$ cat config.mk
export PLATFORM = sky130hd
export DESIGN_NAME = sram_rgb_avg_streamer
export DESIGN_NICKNAME = d
export VERILOG_FILES = /design/src/rtl/sram_rgb_avg_streamer.sv
export SDC_FILE = /design/constraint.sdc
export NUM_CORES = 1
export LEC_CHECK = 0
export BUFFER_PORTS_ARGS = -buffer_cell sky130_fd_sc_hd__buf_2
export CORE_MARGIN = 5
export CORE_UTILIZATION = 40
export DETAILED_ROUTE_END_ITERATION = 10
export GPL_TIMING_DRIVEN = 0
export PLACE_DENSITY = 0.58
export SLEW_MARGIN = 30
export SYNTH_ARGS = -nofsm -noshare
export SYNTH_HDL_FRONTEND = slang
export SYNTH_SLANG_ARGS = --single-unit
$ cat constraint.sdc
create_clock -name Clock_50 -period 10.3 [get_ports Clock_50]
set_input_delay 2.06 -clock Clock_50 [delete_from_list [all_inputs] [get_ports Clock_50]]
set_output_delay 2.06 -clock Clock_50 [all_outputs]
set_load 0.02 [all_outputs]
$ cat src/rtl/sram_rgb_avg_streamer.sv
// SRAM pixel fetcher for the display path: reads packed RGB triples, applies a 2-tap
// horizontal average per row and buffers results in a small FIFO for the VGA side.
module sram_rgb_avg_streamer #(
  parameter logic [17:0] BASE_ADDR    = 18'd0,
  parameter int unsigned IMG_WIDTH    = 320,
  parameter int unsigned IMG_HEIGHT   = 240,
  parameter int unsigned FIFO_DEPTH   = 8,
  parameter int unsigned SRAM_LATENCY = 2
) (
  input  logic        Clock_50,
  input  logic        Reset,
  input  logic        Start,
  output logic [17:0] SRAM_address,
  output logic        SRAM_we_n,
  input  logic [15:0] SRAM_read_data,
  output logic        Pixel_valid,
  input  logic        Pixel_pop,
  output logic [23:0] Pixel_RGB,
  output logic        Busy,
  output logic        Frame_done
);

  localparam int unsigned FRAME_WORDS = IMG_WIDTH * IMG_HEIGHT * 3 / 2;
  localparam logic [17:0] LAST_ADDR   = BASE_ADDR + 18'(FRAME_WORDS - 1);
  localparam int unsigned PW          = $clog2(FIFO_DEPTH);
  localparam int unsigned CW          = PW + 1;
  localparam int unsigned XW          = $clog2(IMG_WIDTH);

  typedef enum logic [1:0] {S_IDLE, S_ISSUE, S_HOLD, S_DRAIN} state_t;

  state_t          state, state_n;
  logic [1:0]      phase, phase_n;
  logic            issue_c, triple_c, done_c, space_ok_c;

  logic [17:0]     addr;
  logic [CW-1:0]   count, pend;
  logic [PW-1:0]   wr_ptr, rd_ptr;
  logic [23:0]     fifo_mem [FIFO_DEPTH];
  logic [XW-1:0]   col;
  logic [23:0]     prev_raw;
  logic [15:0]     w0;
  logic [7:0]      r1;
  logic            busy_q, frame_done_q;

  logic [SRAM_LATENCY-1:0] tag_vld;
  logic [1:0]              tag_ph [SRAM_LATENCY];

  logic            ret_vld_c, push_c, pop_c;
  logic [1:0]      ret_ph_c;
  logic [23:0]     raw_c, out_px_c;

  function automatic logic [7:0] avg8(input logic [7:0] a, input logic [7:0] b);
    return 8'((9'(a) + 9'(b)) >> 1);
  endfunction

  // Pending pixels are already committed to FIFO slots, so they count against space.
  always_comb space_ok_c = (32'(count) + 32'(pend) + 32'd2) <= 32'(FIFO_DEPTH);

  always_ff @(posedge Clock_50) begin
    if (Reset) begin
      state <= S_IDLE;
      phase <= 2'd0;
    end else begin
      state <= state_n;
      phase <= phase_n;
    end
  end

  // Start cycle already has BASE_ADDR on the bus, so it doubles as the first word read.
  always_comb begin
    state_n  = state;
    phase_n  = phase;
    issue_c  = 1'b0;
    triple_c = 1'b0;
    done_c   = 1'b0;
    case (state)
      S_IDLE: begin
        if (Start) begin
          if (space_ok_c) begin
            issue_c  = 1'b1;
            triple_c = 1'b1;
            phase_n  = 2'd1;
            state_n  = S_ISSUE;
          end else begin
            state_n = S_HOLD;
          end
        end
      end
      S_ISSUE: begin
        if (phase == 2'd0) begin
          if (space_ok_c) begin
            issue_c  = 1'b1;
            triple_c = 1'b1;
            phase_n  = 2'd1;
          end else begin
            state_n = S_HOLD;
          end
        end else begin
          issue_c = 1'b1;
          if (phase == 2'd2) begin
            phase_n = 2'd0;
            if (addr == LAST_ADDR) state_n = S_DRAIN;
          end else begin
            phase_n = 2'd2;
          end
        end
      end
      S_HOLD: begin
        if (space_ok_c) begin
          issue_c  = 1'b1;
          triple_c = 1'b1;
          phase_n  = 2'd1;
          state_n  = S_ISSUE;
        end
      end
      S_DRAIN: begin
        if (count == '0 && pend == '0) begin
          done_c  = 1'b1;
          state_n = S_IDLE;
        end
      end
      default: state_n = S_IDLE;
    endcase
  end

  // Tag each read with its word phase so returning data can be steered.
  always_ff @(posedge Clock_50) begin
    if (Reset) begin
      tag_vld <= '0;
      for (int i = 0; i < int'(SRAM_LATENCY); i++) tag_ph[i] <= 2'd0;
    end else begin
      tag_vld[0] <= issue_c;
      tag_ph[0]  <= phase;
      for (int i = 1; i < int'(SRAM_LATENCY); i++) begin
        tag_vld[i] <= tag_vld[i-1];
        tag_ph[i]  <= tag_ph[i-1];
      end
    end
  end

  always_comb begin
    ret_vld_c = tag_vld[SRAM_LATENCY-1];
    ret_ph_c  = tag_ph[SRAM_LATENCY-1];
    push_c    = ret_vld_c && (ret_ph_c != 2'd0);
    pop_c     = Pixel_pop && (count != '0);
    raw_c     = (ret_ph_c == 2'd1) ? {w0, SRAM_read_data[15:8]} : {r1, SRAM_read_data};
    out_px_c  = raw_c;
    if (col != '0) begin
      out_px_c = {avg8(prev_raw[23:16], raw_c[23:16]),
                  avg8(prev_raw[15:8],  raw_c[15:8]),
                  avg8(prev_raw[7:0],   raw_c[7:0])};
    end
  end

  always_ff @(posedge Clock_50) begin
    if (Reset) begin
      addr         <= BASE_ADDR;
      count        <= '0;
      pend         <= '0;
      wr_ptr       <= '0;
      rd_ptr       <= '0;
      col          <= '0;
      prev_raw     <= '0;
      w0           <= '0;
      r1           <= '0;
      busy_q       <= 1'b0;
      frame_done_q <= 1'b0;
    end else begin
      if (done_c) begin
        addr <= BASE_ADDR;
      end else if (issue_c && addr != LAST_ADDR) begin
        addr <= addr + 18'd1;
      end
      pend  <= pend + (triple_c ? CW'(2) : CW'(0)) - CW'(push_c);
      count <= count + CW'(push_c) - CW'(pop_c);
      if (ret_vld_c && ret_ph_c == 2'd0) w0 <= SRAM_read_data;
      if (ret_vld_c && ret_ph_c == 2'd1) r1 <= SRAM_read_data[7:0];
      if (push_c) begin
        wr_ptr   <= wr_ptr + PW'(1);
        prev_raw <= raw_c;
        col      <= (col == XW'(IMG_WIDTH - 1)) ? '0 : col + XW'(1);
      end
      if (pop_c) rd_ptr <= rd_ptr + PW'(1);
      busy_q       <= (state_n != S_IDLE);
      frame_done_q <= done_c;
    end
  end

  // Storage needs no reset; occupancy is tracked by count.
  always_ff @(posedge Clock_50) begin
    if (push_c) fifo_mem[wr_ptr] <= out_px_c;
  end

  assign SRAM_address = addr;
  assign SRAM_we_n    = 1'b1;
  assign Pixel_valid  = (count != '0);
  assign Pixel_RGB    = Pixel_valid ? fifo_mem[rd_ptr] : 24'd0;
  assign Busy         = busy_q;
  assign Frame_done   = frame_done_q;

endmodule

==> results.md <==
- Post-Synth Adder-Cell Area: 4.90%
- Vias in the first global route: 8332
- Ys Warns: 0
- Pre-antenna DRT Iters: 5
- Clock Tree Buf Depth: 3
- TritonCTS clock tree: done
- Hold-fix buffers at CTS: 0
- Max Fclk: 199 MHz
- # clock sinks: 296
- RSZ-0062 raised after global routing: no
- Post-synthesis register bit count: 296
- Dpl hpwl: 21300 µm
- Largest family of logic cells by synthesized area: multiplexers
- Synth top area cells: edfxtp_1, dfxtp_1, mux4_2, ha_1, nor2_1
- ANT nets after route: 0
- Overall routing resource usage: 16.4%
- Most frequent cells in the layout: edfxtp_1, nor2_1, dfxtp_1
- Sequential share of power: 38.5%
- WHS Path Cells: 1
- Period utilization: 48.8%
- Number of core rows: 66
- Crit path required time: 8.24 ns
- Share of layout cells above drive strength 1: 19.4%
- CP most frequent cell: clkbuf_1
- Global route overflow: 0
- Comb pwr share: 27.2%
- WP buf/inv: 3
- Pleak: 5.48 nW
- Crit path time final: 5.03 ns
- Setup crit end kind: output port
- Max stage delay on crit path: 0.66 ns
- Reg2Reg Depth: 11
- Switching Fraction: 29.8%
- Fill cells: 3022
- Seq/Total Area, Yosys: 59.5%
- CORE AREA: 0.0325 mm²
- Internal: 2.46 mW
- Worst-path clk slew: 0.06 ns
- Synth Flop Type: edfxtp_1
- Synth Area in Simple Gates: 11.0%
- Worst-margin pin slew: 0.927 ns
- Die area: 0.0367 mm²
- Final hold viol count: 0
- Initial core utilization: 40.5%
- Layout Skew: 0.0141 ns
- Final wirelength: 29800 µm
- # nets final: 1218
- Worst Path Arrival: 2.97 ns
- Largest net degree at the start of global routing: 18
- Setup Crit Path Kind: register to output port
- Area Overhead vs Synth: 17.4%
- Worst path depth: 6
- CP Max Fanout: 10
- # IOs: 66
- Status: completed
- Yosys top cell area share: 43.7%
- Post-Place Cells: 1559
- Gp weighted congestion: 0.801
- CP delay by family, top: buffers and inverters
- Syn Std Cell Area: 0.0132 mm²
- Dominant cell type by area after synthesis: edfxtp_1
- Die Height: 192 µm
- Slew Limit Fails: 0
- Hold Crit Class: register to register
- Via count: 8312
- Area of the multi-input gates: 0.00500 mm²
- Number of flops mapped to enable cells by yosys: 192
- Vias per cell: 5.14
- # Max-Cap Violations: 0
- TNS Setup: 0 ns
- Most common cell after layout, fill and taps aside: edfxtp_1
- Ys async rst share: 0%
- Mux share of post-synthesis cell area: 12.8%
- Initial drt markers: 530
- Post-layout util: 47.5%
- # DRC: 0
- CTS root buffer: clkbuf_16
- Cell variety after synth: 61
- Initial antenna violation count: 0
- Crit path launch type: register
- Clock power frac: 34.3%
- CP max-delay cell: clkbuf_1
- CTS Buf Count: 31
- Fin cells: 1616
- Final setup vio count: 0
- Worst vdd ir: 0.130 mV
- Port bufs: 64
- Avg Cell Area, Syn: 12.8 µm²
- Cts repair resizes: 0
- PD cells: 227 mW/mm²
- N_diodes: 0
- Mapped Cells: 1028
- Postcts setup bufs: 0
- Mapped Nets: 1096
- Later-pin clock latency in the skew report: 0.57 ns
- Post-synthesis compound-gate area fraction: 6.20%
- First-pass GRT wire length: 47300 µm
- Psw: 1.05 mW
- Critical path cell sequence: clkbuf_1 > clkbuf_1 > mux4_2 > mux2i_1 > nor2_1 > buf_2
- Die extent in x: 192 µm
- Relative slew slack: 38.2%
- Post-synthesis xor/xnor area fraction: 2.59%
- Register area: 0.00785 mm²
- H-tree depth: 1
- WL/cell: 18.4 µm
-- synth_stat cells, types with 8 or more instances --
master    number
o21ai_0       20
dfxtp_1      104
mux2i_1       46
xnor2_1       13
a211oi_1      18
mux2_2        12
mux4_2        48
and3_1         9
clkbuf_1      25
nand4_1       10
ha_1          42
nor2_1       130
nand3_1       22
inv_1         48
nand2_1       76
nor3_1        25
nor2b_1       16
a21oi_1       48
buf_1          8
edfxtp_1     192
xor2_1        26
buf_2         10
-- metal layers --
layer / part of all wire, % / up-vias / track usage, % / wire length (µm)
met2: 45 / 165 / 26.3 / 13500
li1: - / 4028 / - / -
met3: 4.6 / 41 / 2.32 / 1370
met4: 2.0 / 0 / 3.56 / 609
met1: 48 / 4078 / 23.9 / 14300
met5: 0 / - / 0 / 0
-- flip-flops by register name (all words and copies together), names as in the netlist, named ones only --
name and flops:
r1 8, count 4, Busy 1, w0 16, state 2, Frame_done 1, wr_ptr 3, rd_ptr 3
fifo_mem 192, phase 2, SRAM_address 18, prev_raw 24, tag_ph 4, tag_vld 2, col 9, pend 4
-- final timing paths --
kind / startpoint / endpoint / slack [ns]
worst max-delay path: register / Pixel_RGB[20] / 5.27
worst min-delay path: tag_ph[0][1] / tag_ph[0][3] / 0.44
worst max register to register: tag_ph[0][2] / fifo_mem[5][12] / 6.50
worst min register to register: tag_ph[0][1] / tag_ph[0][3] / 0.44
-- cell type report --
type	count	share of cell area [%]
Sequential cell	296	50.7
Tap cell	442	3.58
Buffer	46	1.30
Clock inverter	19	1.81
Inverter	48	1.16
Timing Repair Buffer	89	3.70
Multi-Input combinational cell	638	32.3
Clock buffer	38	5.38
-- stage by stage --
step                total power, mW  hold WS, ns  setup slack (ns)  instance area [µm²]
global route                   3.70        0.466              5.13                15500
CTS                            3.56        0.450              5.26                15500
finish                         3.51        0.442              5.27                15500
global placement               2.33        0.432              3.75                14100
detailed placement             2.35        0.430              5.39                14400
floorplan                      2.08        0.414              6.31                13200
-- logic make-up (layout without fill, tap and decap cells) --
group                    Yosys count  count (layout)
AND/OR/NAND/NOR                  317             317
AO/OA/AOI/OAI                    126             126
flip-flops                       296             296
XOR/XNOR                          39              39
multiplexers                     107             107
adder cells (fa/ha/maj)           48              48
other                              1               1
buffers and inverters             94             240
-- power by group through the flow --
stage	sequential (mW)	combinational [mW]	clock, mW
2_1_floorplan	1.37	0.701	0
3_3_place_gp	1.38	0.958	0
3_5_place_dp	1.38	0.971	0
4_1_cts	1.35	0.976	1.23
5_1_grt	1.36	1.07	1.28
6_report	1.35	0.954	1.20
Power figures use the tool's default switching activity.
